<file path="config.mk">
export PLATFORM = sky130hd
export DESIGN_NAME = pipeline_hazard_ctrl
export DESIGN_NICKNAME = d
export VERILOG_FILES = /design/src/rtl/pipeline_hazard_ctrl.sv
export SDC_FILE = /design/constraint.sdc
export NUM_CORES = 1
export LEC_CHECK = 0
export CAP_MARGIN = 20
export CELL_PAD_IN_SITES_DETAIL_PLACEMENT = 1
export CELL_PAD_IN_SITES_GLOBAL_PLACEMENT = 1
export CORE_ASPECT_RATIO = 1.4
export CORE_MARGIN = 2
export CORE_UTILIZATION = 40
export CTS_BUF_LIST = sky130_fd_sc_hd__clkbuf_8
export DETAILED_ROUTE_END_ITERATION = 8
export GPL_ROUTABILITY_DRIVEN = 1
export HOLD_SLACK_MARGIN = 0.1
export PLACE_DENSITY = 0.88
export SYNTH_ARGS = -nofsm -noshare
export SYNTH_HDL_FRONTEND = slang
export SYNTH_SLANG_ARGS = --single-unit
</file>
<file path="constraint.sdc">
create_clock -name clk -period 5.4 [get_ports clk]
set_input_delay 1.35 -clock clk [delete_from_list [all_inputs] [get_ports clk]]
set_output_delay 1.35 -clock clk [all_outputs]
set_load 0.02 [all_outputs]
</file>
<file path="src/rtl/pipeline_hazard_ctrl.sv">
// rtl/pipeline_hazard_ctrl.sv - 5-stage pipeline stall/flush controller with memory-wait watchdog and perf counters
module pipeline_hazard_ctrl #(
    parameter int MEM_TIMEOUT = 64,
    parameter int CNT_W       = 16
) (
    input  logic             clk,
    input  logic             rst_n,
    input  logic [4:0]       id_rs1,
    input  logic [4:0]       id_rs2,
    input  logic             id_uses_rs1,
    input  logic             id_uses_rs2,
    input  logic [4:0]       ex_rd,
    input  logic             ex_mem_read,
    input  logic             branch_taken,
    input  logic             imem_ready,
    input  logic             dmem_req,
    input  logic             dmem_ready,
    output logic             pc_write,
    output logic             if_id_write,
    output logic             if_id_flush,
    output logic             id_ex_stall,
    output logic             id_ex_flush,
    output logic             ex_mem_stall,
    output logic             mem_wb_bubble,
    output logic             mem_timeout,
    output logic [CNT_W-1:0] stall_cnt,
    output logic [CNT_W-1:0] flush_cnt
);

    localparam int WC_W = $clog2(MEM_TIMEOUT + 1);
    localparam logic [WC_W-1:0] WAIT_LAST = WC_W'(MEM_TIMEOUT - 1);

    typedef enum logic [1:0] {
        S_RUN,
        S_MEM_WAIT,
        S_TIMEOUT
    } state_t;

    state_t            state_q, state_d;
    logic [WC_W-1:0]   wait_cnt_q, wait_cnt_d;
    logic              mem_timeout_q, mem_timeout_d;
    logic [CNT_W-1:0]  stall_cnt_q, stall_cnt_d;
    logic [CNT_W-1:0]  flush_cnt_q, flush_cnt_d;

    logic load_use;
    logic mem_wait;
    logic flush_event;

    assign load_use = ex_mem_read && (ex_rd != 5'd0) &&
                      ((id_uses_rs1 && (id_rs1 == ex_rd)) ||
                       (id_uses_rs2 && (id_rs2 == ex_rd)));
    assign mem_wait = dmem_req && !dmem_ready;

    // Branch is held in EX during a memory wait, so it only counts once applied.
    assign flush_event = !mem_wait && (branch_taken || load_use);

    always_comb begin
        pc_write      = 1'b1;
        if_id_write   = 1'b1;
        if_id_flush   = 1'b0;
        id_ex_stall   = 1'b0;
        id_ex_flush   = 1'b0;
        ex_mem_stall  = 1'b0;
        mem_wb_bubble = 1'b0;
        if (mem_wait) begin
            pc_write      = 1'b0;
            if_id_write   = 1'b0;
            id_ex_stall   = 1'b1;
            ex_mem_stall  = 1'b1;
            mem_wb_bubble = 1'b1;
        end else if (branch_taken) begin
            if_id_flush = 1'b1;
            id_ex_flush = 1'b1;
        end else if (load_use) begin
            pc_write    = 1'b0;
            if_id_write = 1'b0;
            id_ex_flush = 1'b1;
        end else if (!imem_ready) begin
            pc_write    = 1'b0;
            if_id_flush = 1'b1;
        end
    end

    always_comb begin
        state_d       = state_q;
        wait_cnt_d    = wait_cnt_q;
        mem_timeout_d = mem_timeout_q;
        case (state_q)
            S_RUN: begin
                if (mem_wait) begin
                    state_d    = S_MEM_WAIT;
                    wait_cnt_d = WC_W'(1);
                end
            end
            S_MEM_WAIT: begin
                if (!mem_wait) begin
                    state_d    = S_RUN;
                    wait_cnt_d = '0;
                end else if (wait_cnt_q == WAIT_LAST) begin
                    state_d       = S_TIMEOUT;
                    mem_timeout_d = 1'b1;
                end else begin
                    wait_cnt_d = wait_cnt_q + WC_W'(1);
                end
            end
            S_TIMEOUT: begin
                if (!mem_wait) begin
                    state_d    = S_RUN;
                    wait_cnt_d = '0;
                end
            end
            default: begin
                state_d    = S_RUN;
                wait_cnt_d = '0;
            end
        endcase
    end

    always_comb begin
        stall_cnt_d = stall_cnt_q;
        flush_cnt_d = flush_cnt_q;
        if (!pc_write && (stall_cnt_q != '1)) begin
            stall_cnt_d = stall_cnt_q + CNT_W'(1);
        end
        if (flush_event && (flush_cnt_q != '1)) begin
            flush_cnt_d = flush_cnt_q + CNT_W'(1);
        end
    end

    always_ff @(posedge clk or negedge rst_n) begin
        if (!rst_n) begin
            state_q       <= S_RUN;
            wait_cnt_q    <= '0;
            mem_timeout_q <= 1'b0;
            stall_cnt_q   <= '0;
            flush_cnt_q   <= '0;
        end else begin
            state_q       <= state_d;
            wait_cnt_q    <= wait_cnt_d;
            mem_timeout_q <= mem_timeout_d;
            stall_cnt_q   <= stall_cnt_d;
            flush_cnt_q   <= flush_cnt_d;
        end
    end

    assign mem_timeout = mem_timeout_q;
    assign stall_cnt   = stall_cnt_q;
    assign flush_cnt   = flush_cnt_q;

endmodule

</file>
# After elaboration in Yosys (flattened, before gate mapping)
# Index checks and enable logic that the tools add are counted.
dict set report classes {
  n_shift 0
  bitwise 0
  eq_ne 11
  n_mul 0
  n_div 0
  n_addsub 3
  n_reduce_logical 18
  magnitude_cmp 0
  mux 25
}
# operator count
set ops {}
lappend ops {{16-bit by 1-bit adder with 16-bit output (second input constant)} 2}
lappend ops {{16-bit inequality test (second input constant)} 2}
lappend ops {{7-bit two-way mux} 4}
lappend ops {{7-bit one-hot mux with 3 select lines} 1}
lappend ops {{1-bit two-way mux} 15}
lappend ops {{5-bit == test} 2}
lappend ops {{3-bit AND reduction} 3}
lappend ops {{1-bit logical AND} 8}
lappend ops {{2-bit two-way mux} 4}
lappend ops {{7-bit by 1-bit adder with 7-bit output (second input constant)} 1}
lappend ops {{7-bit by 6-bit == test with 1-bit output (second input constant)} 1}
lappend ops {{3-bit inequality test (second input constant)} 2}
lappend ops {{2-bit one-hot mux with 3 select lines} 1}
lappend ops {{5-bit nonzero test} 1}
lappend ops {{2-bit inequality test (second input constant)} 2}
lappend ops {{1-bit zero test} 3}
lappend ops {{2-bit by 1-bit == test with 1-bit output (second input constant)} 1}
lappend ops {{2-bit == test (second input constant)} 1}
lappend ops {{2-bit zero test} 1}
lappend ops {{1-bit logical OR} 2}
dict set report word_totals {
  mem_bits_rw 0
  elab_cells 62
  mem_count 0
  rom_bits 0
  output_inout_bits 40
  reg_bits 42
  in_bits 24
  latch_bits 0
}

# Depth between registers and ports, before layout
# Gate-level depths: netlist of run 1.
dict set report logic_depth {
  word_depth 9
  mapped_depth 8
  mapped_depth_nobuf 7
}

# Least setup slack after synthesis of run 1
# No wires, ideal clock.
dict set report synth_path {
  path_kind {in2out}
  from {input ex_rd[1]}
  to {output if_id_flush}
  path_buffers 0
  setup_slack_ns 1.460
  path_stages 5
  t_required_ns 4.050
  t_arrival_ns 2.590
  path_cell_list {or4_1 -> o21ai_1 -> nand2b_1 -> nand2b_1 -> a21oi_1}
}
dict set report synth_via {
  elab_chain_len 7
  word_cells_on_any_way 11
  classes_between {eq/ne (2); mux (3); reduce/logical (6)}
}
# element line_no
set synth_rtl {}
lappend synth_rtl {{from (decl)} 12} ;# input logic [4:0] ex_rd,
lappend synth_rtl {{5-bit == test (on tied branches)} {50, 51}}
lappend synth_rtl {{1-bit logical AND (on tied branches)} {50, 51}}
lappend synth_rtl {{1-bit logical OR} 50} ;# ((id_uses_rs1 && (id_rs1 == ex_rd)) ||
lappend synth_rtl {{1-bit logical AND (*)} 49} ;# assign load_use = ex_mem_read && (ex_rd != 5'd0) &&
lappend synth_rtl {{1-bit two-way mux (*)} 74} ;# end else if (load_use) begin
lappend synth_rtl {{1-bit two-way mux (*)} 71} ;# end else if (branch_taken) begin
lappend synth_rtl {{1-bit two-way mux (*)} 65} ;# if (mem_wait) begin
lappend synth_rtl {{to (decl)} 20} ;# output logic if_id_flush,
# Every way passes the cells marked *; elsewhere a longest branch is shown, timed or not.

# Worst setup path after layout of run 1
dict set report layout_path {
  from {input ex_rd[1]}
  to {output pc_write}
}
dict set report layout_via {
  elab_chain_len 7
  word_cells_on_any_way 11
  classes_between {eq/ne (2); mux (3); reduce/logical (6)}
}
# element line_no
set layout_rtl {}
lappend layout_rtl {{5-bit == test (on tied branches)} {50, 51}}
lappend layout_rtl {{1-bit logical AND (on tied branches)} {50, 51}}
lappend layout_rtl {{1-bit logical OR} 50}
lappend layout_rtl {{1-bit logical AND (*)} 49}
lappend layout_rtl {{1-bit two-way mux (*)} 74}
lappend layout_rtl {{1-bit two-way mux (*)} 71}
lappend layout_rtl {{1-bit two-way mux (*)} 65}
lappend layout_rtl {{to (decl)} 18} ;# output logic pc_write,
# Marked as above.

==> results.json, run 1 <==
{
  "cts_resized": 0,
  "pin_count": 64,
  "powerDensity_nw_per_um2": 313.3,
  "grt_setup_unrepaired": "no",
  "max_freq_ghz": 0.2000,
  "max_stage_delay_ns": 0.64,
  "nets": 323,
  "drt-initial-drc-count": 32,
  "vias_per_cell": 5.356,
  "cap_viol_max_count": 0,
  "grt_pass1_wl_um": 9880,
  "fin_crit_sh": 0.9259,
  "hold_viol": 0,
  "worstPathArrival_ns": 3.65,
  "synth-async-reset-ratio": 1.000,
  "syn-num-nets": 258,
  "critPathSlowestCell": "clkdlybuf4s50_1",
  "num_rows": 32,
  "track_usage": 0.2051,
  "cpMostUsedCell": "clkdlybuf4s50_1",
  "hold_buffers": 0,
  "synthFlopType": "dfrtp_1",
  "gp_congestion": 0.8341,
  "core-area_um2": 5525,
  "die_area_um2": 6354,
  "synth.avg_cell_area_um2": 9.912,
  "antenna_cells": 0,
  "synth_top_family_by_area": "simple AND/OR/NAND/NOR gates",
  "hold_class": "flop to flop",
  "synthMuxAreaShare": 0.009836,
  "synth_xor_area_frac": 0.1721,
  "tns_ns": 0,
  "clock-sinks": 42,
  "wl_um": 6035,
  "via_count": 1955,
  "fp.dieW_um": 67.95,
  "status": "complete, no violations",
  "areaGrowthSynthToFinish_pct": 33.50,
  "period_minus_slack_ns": 5.000,
  "drc": 0,
  "critPathKind": "input pin to output pin",
  "start_util": 0.4144,
  "drv_slew": 0,
  "start_kind": "input pin",
  "maxSlewHeadroom": 0.3597,
  "cts.clk_slew.worst_paths_ns": 0.07,
  "grt_pass1_vias": 2061,
  "synth_adder_area_share": 0.01639,
  "port-buffer-count": 63,
  "syn_inst": 231,
  "ys_seq_area_frac": 0.4590,
  "crit_path_end_kind": "output pin",
  "antenna_found_initial": 0,
  "crit_required_ns": 4.05,
  "synthSimpleGateAreaFrac": 0.2421,
  "p_leak_nw": 1.314,
  "wl_per_cell_um": 16.53,
  "cts_root_buffer": "clkbuf_8",
  "whs_ns": 0.4671,
  "synth_compound_area_frac": 0.07213,
  "yosysUniqueCellTypes": 42,
  "setup_viol": 0,
  "cts_made_buffers": 5,
  "cts_setup_buffers": 0,
  "drive_gt1_frac": 0.06397,
  "overflow": 0,
  "clk_latency_ns": 0.29,
  "dp_hpwl_um": 4567,
  "die_h_um": 93.52,
  "cp_cell_sequence": "clkdlybuf4s50_1 > or4_1 > o21ai_1 > nor2_1 > a21oi_2 > clkdlybuf4s50_1",
  "ys_ff_latch": 42,
  "power.total_w": 0.0009576,
  "grt_max_degree": 43,
  "yosysWarnings": 0,
  "cts_tree": "built",
  "crit_fanout": 3,
  "cts_buffer_depth": 2,
  "fin_worst_skew_ns": 0.005388,
  "ant_nets": 0,
  "drtPass1Iterations": 4,
  "synth_area_um2": 2290,
  "synth_edf_count": 0,
  "worst_pin_slew_ns": 0.9604,
  "htreeDepth": 2,
  "peakVddDrop_mv": 0.1825
}
## flip-flops by register name (all words and copies together) (netlist names)
register	cells
flush_cnt	16
mem_timeout	1
stall_cnt	16
state_q	2
wait_cnt_q	7
## worst paths after layout
kind,start,endpoint,slack [ns],depth (start not counted)
setup / recovery,ex_rd[1],pc_write,0.40,6
hold / removal,mem_timeout$_DFFE_PN0P_,mem_timeout$_DFFE_PN0P_,0.47,1
setup reg to reg,stall_cnt[0]$_DFFE_PN0P_,stall_cnt[1]$_DFFE_PN0P_,3.04,6
hold reg to reg,mem_timeout$_DFFE_PN0P_,mem_timeout$_DFFE_PN0P_,0.47,1
max in group asynchronous,rst_n,wait_cnt_q[6]$_DFFE_PN0P_,3.59,1
min in group asynchronous,rst_n,stall_cnt[15]$_DFFE_PN0P_,1.20,1
## layer usage
metal,global-route usage,vias to the layer above,share of wire
met1,0.2311,976,0.41
met4,0.06833,0,0.014
met5,0,-,0
met2,0.3706,44,0.53
li1,-,929,-
met3,0.04332,6,0.045
## kinds of logic (layout without fill, tap and decap cells)
| group | Yosys count | after routing |
|---|---|---|
| xor+xnor | 45 | 45 |
| fa+ha+maj | 3 | 3 |
| simple gates | 107 | 107 |
| buf+inv | 11 | 77 |
| flops | 42 | 42 |
| mux | 2 | 2 |
| compound gates | 21 | 21 |
## Yosys cell counts, types with 3 or more instances
library cell | count | area share
a21oi_1 | 4 | 0.0087
and3_1 | 5 | 0.014
dfrtp_1 | 42 | 0.46
ha_1 | 3 | 0.016
inv_1 | 3 | 0.0049
nand2_1 | 28 | 0.046
nand2b_1 | 6 | 0.016
nand3_1 | 14 | 0.031
nand4_1 | 8 | 0.022
nor2_1 | 15 | 0.025
nor3_1 | 10 | 0.022
nor4_1 | 7 | 0.019
o21ai_0 | 6 | 0.013
o22a_1 | 3 | 0.011
xnor2_1 | 17 | 0.065
xor2_1 | 28 | 0.11
## metrics by stage
stage	std cells	setup WS, ns	util	area (um^2)
2_1_floorplan	231	1.460	-	2290
3_3_place_gp	357	0.4577	0.5367	2965
3_5_place_dp	357	0.3837	0.5367	2965
4_1_cts	365	0.3623	0.5532	3057
5_1_grt	365	0.3052	0.5532	3057
6_report	365	0.3999	0.5532	3057
## cell usage in the layout (no fill, tap or decap), types with 2 or more instances in the layout
master | synthesis | layout
nand3_1 | 14 | 14
nand2_1 | 28 | 28
dfrtp_1 | 42 | 42
clkbuf_8 | 0 | 6
clkdlybuf4s50_1 | 0 | 62
nand3b_1 | 2 | 2
or4_1 | 2 | 2
nand4_1 | 8 | 8
nor2_1 | 15 | 15
nand2b_1 | 6 | 6
xor2_1 | 28 | 28
buf_4 | 2 | 2
o21ai_0 | 6 | 6
ha_1 | 3 | 3
o22a_1 | 3 | 3
or3_1 | 2 | 2
and3_1 | 5 | 5
nor4_1 | 7 | 7
nor3_1 | 10 | 10
a21oi_1 | 4 | 4
xnor2_1 | 17 | 17
inv_1 | 3 | 4
## area by class of cell
type / count / area [um^2]
fillers: 632 / 2469
multi-input cells: 178 / 1174
flip-flops and latches: 42 / 1051
repair buffers: 65 / 640.6
well taps: 68 / 85.08
clock buffers: 6 / 82.58
inverters: 4 / 15.01
clock inverters: 2 / 8.758
## worst max-delay path, delay by kind of cell
kind,cells,cell delay [ns]
simple gates,2,0.71
compound gates,2,0.47
buf+inv,2,1.10
## power by group
part | total (W) | internal (W) | switching (W)
sequential | 0.000435 | 0.000365 | 0.0000697
clock | 0.000205 | 0.000101 | 0.000104
combinational | 0.000318 | 0.000159 | 0.000158
(Power assumes the default switching activity.)
==> run 2: changes to the inputs <==
--- a/config.mk
+++ b/config.mk
@@ -10,12 +10,12 @@
 export CELL_PAD_IN_SITES_GLOBAL_PLACEMENT = 1
 export CORE_ASPECT_RATIO = 1.4
 export CORE_MARGIN = 2
-export CORE_UTILIZATION = 40
-export CTS_BUF_LIST = sky130_fd_sc_hd__clkbuf_8
+export CORE_UTILIZATION = 39
+export CTS_CLUSTER_SIZE = 14
 export DETAILED_ROUTE_END_ITERATION = 8
 export GPL_ROUTABILITY_DRIVEN = 1
 export HOLD_SLACK_MARGIN = 0.1
-export PLACE_DENSITY = 0.88
+export PLACE_DENSITY = 0.86
 export SYNTH_ARGS = -nofsm -noshare
 export SYNTH_HDL_FRONTEND = slang
 export SYNTH_SLANG_ARGS = --single-unit
==> run 2 against run 1 <==
Net effect:
- final area shrank 0.16%
- via count fell by 1.1%
- clock power about the same
- sequential power about the same
- register-to-register slack hardly changed
- global-route usage decreased by 2.2 points
- worst hold slack better by 0.00051 ns
==> results.json, run 2 (synthesized netlist as in run 1, its figures left out) <==
{
  "status": "complete, no violations",
  "drtPass1Iterations": 4,
  "track_usage": 0.1830,
  "fp.dieW_um": 68.76,
  "drv_slew": 0,
  "port-buffer-count": 63,
  "dp_hpwl_um": 4359,
  "regArea_um2": 1051,
  "power.switching_w": 0.0003271,
  "grt_pass1_wl_um": 9149,
  "worstPathArrival_ns": 3.61,
  "start_util": 0.3961,
  "drive_gt1_frac": 0.06081,
  "antenna_cells": 0,
  "worst_pin_slew_ns": 0.9355,
  "start_kind": "input pin",
  "num_rows": 33,
  "cts_tree": "built",
  "layout_common_cells": "clkdlybuf4s50_1 (62), dfrtp_1 (42), nand2_1 (28), xor2_1 (28), xnor2_1 (17)",
  "r2r_start": "stall_cnt[0]$_DFFE_PN0P_",
  "hold_class": "flop to flop",
  "hold_buffers": 0,
  "grt_setup_unrepaired": "no",
  "multi_input_area_um2": 1174,
  "powerDensity_nw_per_um2": 312.4,
  "crit_fanout": 3,
  "cts_root_buffer": "clkbuf_8",
  "fin_crit_sh": 0.9185,
  "peakVddDrop_mv": 0.2565,
  "max_freq_ghz": 0.2016,
  "die_area_um2": 6508,
  "overflow": 0,
  "cts_buffer_depth": 2,
  "tns_ns": 0,
  "ant_nets": 0,
  "cts_setup_buffers": 0,
  "fin_area_um2": 3052,
  "core-area_um2": 5781,
  "fin_worst_skew_ns": 0.007545,
  "vias_per_cell": 5.284,
  "cts.clk_slew.worst_paths_ns": 0.08,
  "wl_per_cell_um": 15.54,
  "period_minus_slack_ns": 4.960,
  "htreeDepth": 2,
  "grt_pass1_vias": 1972,
  "drt-initial-drc-count": 22,
  "cellInternalPower_w": 0.0006262,
  "clock-sinks": 42,
  "clk_latency_ns": 0.28,
  "pin_count": 64,
  "hp-start": "mem_timeout$_DFFE_PN0P_",
  "cts_resized": 0,
  "p_sw_frac": 0.3431,
  "die_h_um": 94.66,
  "p_comb_frac": 0.328,
  "drc": 0,
  "fillCellCount": 662,
  "setup_viol": 0,
  "p_leak_nw": 1.305,
  "power_frac_seq": 0.457,
  "maxSlewHeadroom": 0.3763,
  "hold_viol": 0,
  "via_count": 1934,
  "critPathKind": "input pin to output pin",
  "nets": 322,
  "wl_um": 5687,
  "cp-startpoint": "ex_rd[1]",
  "final_common_cell": "clkdlybuf4s50_1",
  "power.share.clock": 0.214,
  "antenna_found_initial": 0,
  "areaGrowthSynthToFinish_pct": 33.28,
  "crit_path_end_kind": "output pin",
  "cts_made_buffers": 5,
  "grt_max_degree": 43,
  "gp_congestion": 0.7741,
  "cap_viol_max_count": 0,
  "crit_required_ns": 4.05,
  "dpl_cell_area_um2": 2960
}
[run 2: cell types whose count changed in the layout (fill, tap and decap cells not counted)]
cell,previous run,this run
inv_1,4,3
clkbuf_1,0,1
buf_4,2,1
[run 2: final timing paths]
path / endpoint / slack, ns / cells past startpoint
max: pc_write / 0.44 / 6
min: mem_timeout$_DFFE_PN0P_ / 0.47 / 1
max reg2reg: stall_cnt[1]$_DFFE_PN0P_ / 3.04 / 6
min reg2reg: mem_timeout$_DFFE_PN0P_ / 0.47 / 1
max in group asynchronous: stall_cnt[8]$_DFFE_PN0P_ / 3.61 / 1
min in group asynchronous: stall_cnt[14]$_DFFE_PN0P_ / 1.20 / 1
[run 2: routing by layer]
| layer | global-route usage | vias to the layer above | share of wire |
|---|---|---|---|
| li1 | - | 939 | - |
| met1 | 0.2195 | 946 | 0.41 |
| met2 | 0.3357 | 47 | 0.53 |
| met3 | 0.02861 | 2 | 0.051 |
| met4 | 0.03922 | 0 | 0.0056 |
| met5 | 0 | - | 0 |
[run 2: power by group through the flow]
stage | logic, W | registers (W) | clock network, W
floorplan | 0.000112 | 0.000486 | 0
global placement | 0.000309 | 0.000440 | 0
detailed placement | 0.000316 | 0.000442 | 0
finish | 0.000313 | 0.000436 | 0.000204
CTS | 0.000318 | 0.000437 | 0.000211
global route | 0.000341 | 0.000445 | 0.000223
[run 2: worst max-delay path, stage by stage]
cell,delay [ns]
clkdlybuf4s50_1,0.47
or4_1,0.56
o21ai_1,0.21
nor2_1,0.15
a21oi_2,0.23
clkdlybuf4s50_1,0.64
[run 2: layout make-up]
class                   instances  share of cell area
clock buffers                   7             0.02829
clock inverters                 1            0.001640
inverters                       4            0.004920
multi-input cells             178              0.3846
flip-flops and latches         42              0.3444
well taps                      70             0.02870
repair buffers                 64              0.2075
[run 2: stage by stage]
step,hold WS (ns),std cells,util,setup slack [ns],power (W)
after floorplan,0.4874,231,-,1.460,0.0005971
after global placement,0.4507,358,0.5121,0.4705,0.0007487
after detailed placement,0.4602,358,0.5121,0.4171,0.0007579
after CTS,0.4777,366,0.5279,0.4069,0.0009669
after global routing,0.4870,366,0.5279,0.2955,0.001009
final,0.4676,366,0.5279,0.4403,0.0009534
==> run 3: changes to the inputs <==
--- a/config.mk
+++ b/config.mk
@@ -5,7 +5,7 @@
 export SDC_FILE = /design/constraint.sdc
 export NUM_CORES = 1
 export LEC_CHECK = 0
-export CAP_MARGIN = 20
+export CAP_MARGIN = 5
 export CELL_PAD_IN_SITES_DETAIL_PLACEMENT = 1
 export CELL_PAD_IN_SITES_GLOBAL_PLACEMENT = 1
 export CORE_ASPECT_RATIO = 1.4
==> results of run 3 <==
Final layout, timing and power as in run 2 (identical DEF).
